===== src/rtl/uart_tx_sched_if.sv =====
// Requester and transmitter signal bundle for the UART TX scheduler.
// master = scheduler side, slave = byte sources plus transmitter side.
interface uart_tx_sched_if #(
    parameter int N_REQ = 4
);
    logic               en;
    logic [N_REQ-1:0]   req_valid;
    logic [8*N_REQ-1:0] req_data;
    logic [N_REQ-1:0]   cfg_n_parity;
    logic [N_REQ-1:0]   cfg_ev_parity;
    logic [N_REQ-1:0]   req_ready;
    logic [N_REQ-1:0]   req_done;
    logic [N_REQ-1:0]   req_err;
    logic               utx_en;
    logic               utx_start;
    logic [7:0]         utx_data;
    logic               utx_n_parity;
    logic               utx_ev_parity;
    logic               utx_done;
    logic               busy;
    logic [2:0]         grant_id;

    modport master (
        input  en, req_valid, req_data, cfg_n_parity, cfg_ev_parity, utx_done,
        output req_ready, req_done, req_err, utx_en, utx_start, utx_data,
               utx_n_parity, utx_ev_parity, busy, grant_id
    );

    modport slave (
        output en, req_valid, req_data, cfg_n_parity, cfg_ev_parity, utx_done,
        input  req_ready, req_done, req_err, utx_en, utx_start, utx_data,
               utx_n_parity, utx_ev_parity, busy, grant_id
    );
endinterface


===== src/rtl/uart_tx_sched.sv =====
// Round-robin share of one UART transmitter among N_REQ byte sources; accept in IDLE, start pulse next cycle.
// Sources are backpressured (req_ready low) outside IDLE, while en is low, and during the inter-frame gap.
module uart_tx_sched #(
    parameter int N_REQ      = 4,
    parameter int TIMEOUT    = 16,
    parameter int GAP_CYCLES = 1
) (
    input  logic            baud_clk,
    input  logic            rst,
    uart_tx_sched_if.master bus
);
    localparam int IW      = (N_REQ > 1) ? $clog2(N_REQ) : 1;
    localparam int CNT_MAX = (TIMEOUT > GAP_CYCLES) ? TIMEOUT : GAP_CYCLES;
    localparam int CW      = $clog2(CNT_MAX + 1);

    typedef enum logic [1:0] {IDLE, START, WAIT, GAP} state_t;

    state_t           state_q, state_d;
    logic [CW-1:0]    cnt_q, cnt_d;
    logic [IW-1:0]    rr_ptr_q, rr_ptr_d;
    logic [IW-1:0]    gid_q, gid_d;
    logic [7:0]       data_q, data_d;
    logic             n_par_q, n_par_d;
    logic             ev_par_q, ev_par_d;
    logic [N_REQ-1:0] done_q, done_d;
    logic [N_REQ-1:0] err_q, err_d;
    logic [N_REQ-1:0] ready;
    logic             win_vld;
    logic [IW-1:0]    win_idx;
    logic [IW-1:0]    cand;

    // First valid requester at or after rr_ptr, wrapping.
    always_comb begin
        win_vld = 1'b0;
        win_idx = '0;
        cand    = '0;
        for (int i = 0; i < N_REQ; i++) begin
            cand = IW'((int'(rr_ptr_q) + i) % N_REQ);
            if (!win_vld && bus.req_valid[cand]) begin
                win_vld = 1'b1;
                win_idx = cand;
            end
        end
    end

    always_comb begin
        state_d  = state_q;
        cnt_d    = cnt_q;
        rr_ptr_d = rr_ptr_q;
        gid_d    = gid_q;
        data_d   = data_q;
        n_par_d  = n_par_q;
        ev_par_d = ev_par_q;
        done_d   = '0;
        err_d    = '0;
        ready    = '0;
        case (state_q)
            IDLE: begin
                if (bus.en && win_vld && !rst) begin
                    ready[win_idx] = 1'b1;
                    gid_d          = win_idx;
                    rr_ptr_d       = (win_idx == IW'(N_REQ - 1)) ? '0 : win_idx + IW'(1);
                    data_d         = bus.req_data[{win_idx, 3'b000} +: 8];
                    n_par_d        = bus.cfg_n_parity[win_idx];
                    ev_par_d       = bus.cfg_ev_parity[win_idx];
                    state_d        = START;
                end
            end
            START: begin
                cnt_d   = '0;
                state_d = WAIT;
            end
            WAIT: begin
                // Completion takes priority over a timeout landing in the same cycle.
                if (bus.utx_done) begin
                    done_d[gid_q] = 1'b1;
                    cnt_d         = '0;
                    state_d       = GAP;
                end else if (cnt_q == CW'(TIMEOUT - 1)) begin
                    err_d[gid_q] = 1'b1;
                    cnt_d        = '0;
                    state_d      = GAP;
                end else begin
                    cnt_d = cnt_q + CW'(1);
                end
            end
            GAP: begin
                if (cnt_q == CW'(GAP_CYCLES - 1)) begin
                    cnt_d   = '0;
                    state_d = IDLE;
                end else begin
                    cnt_d = cnt_q + CW'(1);
                end
            end
            default: state_d = IDLE;
        endcase
    end

    always_ff @(posedge baud_clk) begin
        if (rst) begin
            state_q  <= IDLE;
            cnt_q    <= '0;
            rr_ptr_q <= '0;
            gid_q    <= '0;
            data_q   <= '0;
            n_par_q  <= 1'b1;
            ev_par_q <= 1'b0;
            done_q   <= '0;
            err_q    <= '0;
        end else begin
            state_q  <= state_d;
            cnt_q    <= cnt_d;
            rr_ptr_q <= rr_ptr_d;
            gid_q    <= gid_d;
            data_q   <= data_d;
            n_par_q  <= n_par_d;
            ev_par_q <= ev_par_d;
            done_q   <= done_d;
            err_q    <= err_d;
        end
    end

    assign bus.req_ready     = ready;
    assign bus.req_done      = done_q;
    assign bus.req_err       = err_q;
    assign bus.utx_en        = ~rst;
    assign bus.utx_start     = (state_q == START);
    assign bus.utx_data      = data_q;
    assign bus.utx_n_parity  = n_par_q;
    assign bus.utx_ev_parity = ev_par_q;
    assign bus.busy          = (state_q != IDLE);
    assign bus.grant_id      = 3'(gid_q);
endmodule


===== src/flat_wrapper.sv =====
// flat-port wrapper written by rule: the top's interface ports become plain ports
module uart_tx_sched_flat 
#(
    parameter int N_REQ      = 4,
    parameter int TIMEOUT    = 16,
    parameter int GAP_CYCLES = 1
)
  (baud_clk, rst, bus_en, bus_req_valid, bus_req_data, bus_cfg_n_parity, bus_cfg_ev_parity, bus_utx_done, bus_req_ready, bus_req_done, bus_req_err, bus_utx_en, bus_utx_start, bus_utx_data, bus_utx_n_parity, bus_utx_ev_parity, bus_busy, bus_grant_id);
  uart_tx_sched_if #(.N_REQ(N_REQ)) bus_i ();
  input  logic baud_clk;
  input  logic rst;
  input wire logic [$bits(bus_i.en)-1:0] bus_en;
  input wire logic [$bits(bus_i.req_valid)-1:0] bus_req_valid;
  input wire logic [$bits(bus_i.req_data)-1:0] bus_req_data;
  input wire logic [$bits(bus_i.cfg_n_parity)-1:0] bus_cfg_n_parity;
  input wire logic [$bits(bus_i.cfg_ev_parity)-1:0] bus_cfg_ev_parity;
  input wire logic [$bits(bus_i.utx_done)-1:0] bus_utx_done;
  output wire logic [$bits(bus_i.req_ready)-1:0] bus_req_ready;
  output wire logic [$bits(bus_i.req_done)-1:0] bus_req_done;
  output wire logic [$bits(bus_i.req_err)-1:0] bus_req_err;
  output wire logic [$bits(bus_i.utx_en)-1:0] bus_utx_en;
  output wire logic [$bits(bus_i.utx_start)-1:0] bus_utx_start;
  output wire logic [$bits(bus_i.utx_data)-1:0] bus_utx_data;
  output wire logic [$bits(bus_i.utx_n_parity)-1:0] bus_utx_n_parity;
  output wire logic [$bits(bus_i.utx_ev_parity)-1:0] bus_utx_ev_parity;
  output wire logic [$bits(bus_i.busy)-1:0] bus_busy;
  output wire logic [$bits(bus_i.grant_id)-1:0] bus_grant_id;
  assign bus_i.en = bus_en;
  assign bus_i.req_valid = bus_req_valid;
  assign bus_i.req_data = bus_req_data;
  assign bus_i.cfg_n_parity = bus_cfg_n_parity;
  assign bus_i.cfg_ev_parity = bus_cfg_ev_parity;
  assign bus_i.utx_done = bus_utx_done;
  assign bus_req_ready = bus_i.req_ready;
  assign bus_req_done = bus_i.req_done;
  assign bus_req_err = bus_i.req_err;
  assign bus_utx_en = bus_i.utx_en;
  assign bus_utx_start = bus_i.utx_start;
  assign bus_utx_data = bus_i.utx_data;
  assign bus_utx_n_parity = bus_i.utx_n_parity;
  assign bus_utx_ev_parity = bus_i.utx_ev_parity;
  assign bus_busy = bus_i.busy;
  assign bus_grant_id = bus_i.grant_id;
  uart_tx_sched #(.N_REQ(N_REQ), .TIMEOUT(TIMEOUT), .GAP_CYCLES(GAP_CYCLES)) u_core (.baud_clk(baud_clk), .rst(rst), .bus(bus_i));
endmodule

===== config.mk =====
export PLATFORM = sky130hd
export DESIGN_NAME = uart_tx_sched_flat
export DESIGN_NICKNAME = d
export VERILOG_FILES = /design/src/rtl/uart_tx_sched_if.sv /design/src/rtl/uart_tx_sched.sv /design/src/flat_wrapper.sv
export SDC_FILE = /design/constraint.sdc
export NUM_CORES = 1
export LEC_CHECK = 0
export BUFFER_PORTS_ARGS = -buffer_cell sky130_fd_sc_hd__buf_2
export CAP_MARGIN = 30
export CORE_AREA = 2 2 69 71
export DETAILED_ROUTE_END_ITERATION = 6
export DIE_AREA = 0 0 71 73
export PLACE_DENSITY_LB_ADDON = 0.3
export REMOVE_ABC_BUFFERS = 1
export SLEW_MARGIN = 20
export SYNTH_ARGS = -nofsm -noshare
export SYNTH_HDL_FRONTEND = slang
export SYNTH_SLANG_ARGS = --single-unit

===== constraint.sdc =====
create_clock -name baud_clk -period 3.2 [get_ports baud_clk]
set_input_delay 0.16 -clock baud_clk [delete_from_list [all_inputs] [get_ports baud_clk]]
set_output_delay 0.16 -clock baud_clk [all_outputs]
set_load 0.05 [all_outputs]

Word level (Yosys, flattened, before mapping)
Index checks and enable logic that the tools add are counted.
{"block": "totals", "register_bits": 29, "in_bits": 48, "elab_cells": 90}
{"block": "op_classes", "addsub": 5, "order_cmp": 8, "n_eq_ne": 8, "shifts": 1, "mux": 36, "n_bitwise": 4, "reduce_logical": 19}
{"cell": "$shiftx A32 B6 Y8", "count": 1}
{"cell": "$lt A2 B3 Y1 const B", "count": 6}
{"cell": "$mux W2", "count": 9}
{"cell": "$mux W5", "count": 3}
{"cell": "$pmux W5 S3", "count": 1}
{"cell": "$bmux W1 S2", "count": 6}
{"cell": "$mux W1", "count": 12}
{"cell": "$mux W4", "count": 2}
{"cell": "$pmux W2 S4", "count": 1}
{"cell": "$logic_and A1 B1 Y1", "count": 7}
{"cell": "$eq A2 B2 Y1 const B", "count": 3}
{"cell": "$add A5 B1 Y5 const B", "count": 1}
{"cell": "$eq A5 B4 Y1 const B", "count": 1}
{"cell": "$logic_not A5 Y1", "count": 1}
{"cell": "$add A2 B1 Y2 const B", "count": 2}
{"cell": "$add A2 B2 Y2 const B", "count": 2}
{"cell": "$demux W1 S2", "count": 2}
{"cell": "$ge A2 B1 Y1 const B", "count": 2}
{"cell": "$logic_not A1 Y1", "count": 4}
{"cell": "$ne A2 B1 Y1 const B", "count": 2}
{"cell": "$not A1 Y1", "count": 4}
{"cell": "$reduce_or A4 Y1", "count": 1}
{"cell": "$ne A3 B2 Y1 const B", "count": 1}
{"cell": "$reduce_and A3 Y1", "count": 1}
{"cell": "6 further kinds", "count": 6}

Depth between registers and ports, before layout
{"block": "logic_depth", "word_depth": 18, "depth_mapped": 9}

Worst setup path before layout
No wires, ideal clock.
{"block": "synth_path", "path_kind": "register to output", "start": "register u_core.rr_ptr_q[1]", "end": "output port bus_req_ready[3]", "arrival_ns": 1.804, "required_time_ns": 3.040, "setup_slack_ns": 1.236, "path_stages_with_launch": 8, "cell_sequence": "dfxtp_1 -> mux2i_1 -> nor2_2 -> nor3_2 -> buf_6 -> buf_4 -> ha_1 -> and2_1"}
{"block": "synth_between", "elab_chain_cells": 18}
{"element": "start, declared", "line_no": "uart_tx_sched.sv:20", "rtl": "logic [IW-1:0] rr_ptr_q, rr_ptr_d;"}
{"element": "start signal, assigned", "line_no": "uart_tx_sched.sv:113", "rtl": "rr_ptr_q <= rr_ptr_d;"}
{"element": "parallel branches: the longest is 11 deep, another holds $add A2 B1 Y2"}
{"element": "$mux W2 *", "line_no": "uart_tx_sched.sv:39", "rtl": "if (!win_vld && bus.req_valid[cand]) begin"}
{"element": "named net u_core.win_idx[0]", "line_no": "uart_tx_sched.sv:29", "rtl": "logic [IW-1:0] win_idx;"}
{"element": "$lt A2 B3 Y1 (implied by the code) / $ge A2 B1 Y1 (equally long branches)", "line_no": "uart_tx_sched.sv:60", "rtl": "ready[win_idx] = 1'b1;"}
{"element": "$logic_and A1 B1 Y1 (implied by the code)", "line_no": "uart_tx_sched.sv:60"}
{"element": "$mux W1 (implied by the code)", "line_no": "uart_tx_sched.sv:60"}
{"element": "$demux W1 S2 *"}
{"element": "$mux W4 *", "line_no": "uart_tx_sched.sv:59", "rtl": "if (bus.en && win_vld && !rst) begin"}
{"element": "$mux W4 *", "line_no": "uart_tx_sched.sv:57", "rtl": "case (state_q)"}
{"element": "end, declared", "line_no": "flat_wrapper.sv:18", "rtl": "output wire logic [$bits(bus_i.req_ready)-1:0] bus_req_ready;"}
Mark *: on every way through the listed nets, which the timed path passes. The select of a mux whose other input is x is not followed.

Worst setup path in the final report
{"block": "layout_path", "start": "register u_core.state_q[0]", "end": "output port bus_req_ready[3]"}
{"block": "layout_between", "elab_chain_cells": 2}
{"element": "start, declared", "line_no": "uart_tx_sched.sv:18", "rtl": "state_t state_q, state_d;"}
{"element": "start signal, assigned", "line_no": "uart_tx_sched.sv:111", "rtl": "state_q <= state_d;"}
{"element": "$logic_not A2 Y1", "line_no": "uart_tx_sched.sv:57"}
{"element": "$mux W4", "line_no": "uart_tx_sched.sv:57"}
Every way passes these cells.

==> impl_metrics.csv <==
group,metric,value,unit
yosys,cell_area_after_technology_mapping,1730,um^2
sta,finalSetupTns,0,ns
cells_and_area,syn_to_final_growth,29.0,%
routing,drt-wirelength-per-cell,12.9,um
yosys,postSynthCellCount,198,
critical_path,worst-r2r-cell-count,7,
die,floorplan.rows,25,
pwr,power.ir.vdd_worst,0.273,mV
yosys,commonest_register_cell_after_synthesis,"sky130_fd_sc_hd__dfxtp_1",
routing,detail_route.wirelength,4.20,mm
place,place.gp.congestion,0.780,
pwr,power.static_leakage,1.09,nW
sta,rsz0062_at_grt,"no",
clock_network,clock_path_buffers,2,
routing,dr.first_iter.drc_count,71,
worst_hold_path,worstHoldPathType,"in2reg",
clock_network,clock_tree_from_tritoncts,"done",
yosys,postSynth.asyncResetShare,0,%
yosys,synth_sequential_area_ratio,33.5,%
grt,antenna_found_initial,0,
yosys,ys.warnings.count,0,
critical_path,crit_required,3.04,ns
pwr,power.density_cell_area,702,nW/um^2
yosys,synth-edff-count,0,
sta,final_hold_viol_count,0,
critical_path,worst-path-buf-inv,4,
critical_path,slowest_stage,"sky130_fd_sc_hd__ha_1",
grt,global_route.overflow_total,0,
cells_and_area,num-nets-final,332,
clock_network,clkTransAtPathRegs,0.06,ns
sta,tightestPinTransition,0.498,ns
critical_path,worstSetupPathType,"reg2out",
flow_run,max-cap-violations,0,
critical_path,cp_num_cells,7,
critical_path,critical_path_peak_fanout,11,
clock_network,numCtsBuffers,5,
sta,setup_viols_final,0,
die,fp.dieArea,5180,um^2
worst_hold_path,hold-path-cell-count,2,
grt,track_usage,16.8,%
outcome,run_status,"finished clean",
yosys,postSynthAreaPerCell,8.75,um^2
cells_and_area,fill_cells,451,
yosys,synth.ff_latch_count,29,
sta,worst_max_slew_margin_expressed_relative_to_the_limit,66.5,%
clock_network,post_cts.repair.setup_buffers,0,
grt,first_global_vias,1506,
die,start_util,38.2,%
place,placedCellCount,319,
sta,fmaxAchievable,416,MHz
clock_network,htree_num_levels,2,
place,dp_hpwl,3.25,mm
cells_and_area,stdcell_count,327,
sta,final.period_utilization,75.1,%
routing,vias,1667,
clock_network,holdBufCountCts,0,
clock_network,cts_repair_resize_count,0,
cells_and_area,layout-drive-gt1-share,37.0,%
critical_path,cell_breakdown_of_the_critical_path,"inv_1, ha_1, inv_2, nor3_1, buf_4, and2_1, buf_2",
die,design.core.area,4540,um^2
yosys,yosys.cell_types.count,47,
critical_path,slowest_delay,0.39,ns
grt,grt_first_pass_wirelength,6.87,mm
die,top_level_ports,76,
routing,final_antenna_net_count,0,
cells_and_area,diodes,0,
critical_path,critical_path.top_delay_family,"buffers and inverters",
critical_path,worstSetupStartpointType,"register",
critical_path,endpoint_kind,"output port",
routing,drc,0,
place,place.port_buffers,74,
sta,clock-skew-final,0.00495,ns
die,fp.dieH,73,um
clock_network,cts_root_buffer,"sky130_fd_sc_hd__clkbuf_8",
critical_path,cp.arrival,2.24,ns
clock_network,insertion_delay,0.28,ns
clock_network,cts.sink_count,29,
grt,largest_net_degree_at_the_start_of_global_routing,16,
die,width_of_the_die,71,um
sta,final.min_clock_period,2.40,ns
routing,drt-vias-per-instance,5.10,
sta,finalMaxSlewViolations,0,
routing,drt-pass1-iter-count,4,
## routing by layer
layer	wire (um)	vias to the layer above	global-route usage, %
met5	0	-	0
met1	1860	733	21.2
met4	42	0	4.61
met2	1910	73	27.3
met3	390	4	6.08
li1	-	857	-
## worst paths after layout
| path | slack, ns | from | end |
|---|---|---|---|
| setup / recovery | 0.80 | u_core.state_q[0] | bus_req_ready[3] |
| hold / removal | 0.19 | rst | u_core.cnt_q[2] |
| setup reg to reg | 0.97 | u_core.state_q[0] | u_core.bus.utx_data[7] |
| hold reg to reg | 0.47 | u_core.bus.utx_data[7] | u_core.bus.utx_data[7] |
## cell type report
cell class	count	area (um^2)	area share, %
Sequential cell	29	581	26.0
Inverter	14	52.6	2.35
Clock inverter	1	5.00	0.224
Timing Repair Buffer	77	393	17.6
Multi-Input combinational cell	145	1040	46.6
Tap cell	54	67.6	3.02
Clock buffer	7	96.3	4.31
## placed cells by master (no fill, tap or decap), types with 3 or more instances in the layout
cell type	netlist	routed
sky130_fd_sc_hd__a21oi_1	11	11
sky130_fd_sc_hd__inv_2	4	4
sky130_fd_sc_hd__ha_1	12	12
sky130_fd_sc_hd__o21ai_1	8	8
sky130_fd_sc_hd__nor2_1	14	14
sky130_fd_sc_hd__o31a_1	7	7
sky130_fd_sc_hd__nand3_1	9	9
sky130_fd_sc_hd__clkbuf_8	0	7
sky130_fd_sc_hd__nand2b_1	5	5
sky130_fd_sc_hd__inv_1	10	10
sky130_fd_sc_hd__and2_1	4	4
sky130_fd_sc_hd__dfxtp_1	29	29
sky130_fd_sc_hd__buf_2	1	74
sky130_fd_sc_hd__nand2_1	13	13
sky130_fd_sc_hd__mux2i_1	13	13
sky130_fd_sc_hd__a211oi_1	8	8
sky130_fd_sc_hd__buf_4	3	3
sky130_fd_sc_hd__nor2b_1	3	3
sky130_fd_sc_hd__o211ai_1	5	5
sky130_fd_sc_hd__nor3_1	7	7
## metrics by stage
step | power [mW] | utilization (%) | hold slack [ns] | setup slack [ns] | instance area, um^2
5_1_grt | 1.67 | 49.3 | 0.199 | 0.562 | 2240
4_1_cts | 1.59 | 49.3 | 0.182 | 0.760 | 2240
2_1_floorplan | 1.06 | - | 0.229 | 0.563 | 1670
3_5_place_dp | 1.25 | 47.1 | 0.453 | 0.962 | 2130
3_3_place_gp | 1.24 | 47.1 | 0.445 | 1.02 | 2130
6_report | 1.57 | 49.3 | 0.188 | 0.797 | 2240
## cell families after synthesis
| logic type | synth area share [%] |
|---|---|
| flops | 33.5 |
| other cells | 0.216 |
| fa+ha+maj | 8.66 |
| simple gates | 21.5 |
| compound gates | 20.9 |
| mux | 8.37 |
| buf+inv | 6.79 |
## sequential cells by signal, indices dropped and copies added (netlist names)
name                      cells
u_core.rr_ptr_q               2
u_core.bus.req_err            4
u_core.bus.utx_ev_parity      1
u_core.cnt_q                  5
u_core.bus.utx_data           8
u_core.state_q                2
u_core.gid_q                  2
u_core.bus.req_done           4
u_core.bus.utx_n_parity       1
## Yosys cell counts (7+ instances only)
cell type                  instances  share of area [%]
sky130_fd_sc_hd__nand3_1           9                2.6
sky130_fd_sc_hd__dfxtp_1          29                 34
sky130_fd_sc_hd__nor2_1           14                3.0
sky130_fd_sc_hd__nor3_1            7                2.0
sky130_fd_sc_hd__mux2i_1          13                7.5
sky130_fd_sc_hd__o31a_1            7                3.5
sky130_fd_sc_hd__a21oi_1          11                3.2
sky130_fd_sc_hd__a211oi_1          8                3.5
sky130_fd_sc_hd__nand2_1          13                2.8
sky130_fd_sc_hd__inv_1            10                2.2
sky130_fd_sc_hd__ha_1             12                8.7
sky130_fd_sc_hd__o21ai_1           8                2.3
## power by group
part           internal [mW]  switching [mW]  leakage, nW  total, mW
Clock                  0.194           0.138       0.0542      0.332
Combinational          0.239           0.516        0.799      0.756
Sequential             0.430          0.0520        0.237      0.482
Total                  0.864           0.706         1.09       1.57
Note: power is estimated with default switching activity, not from simulation.
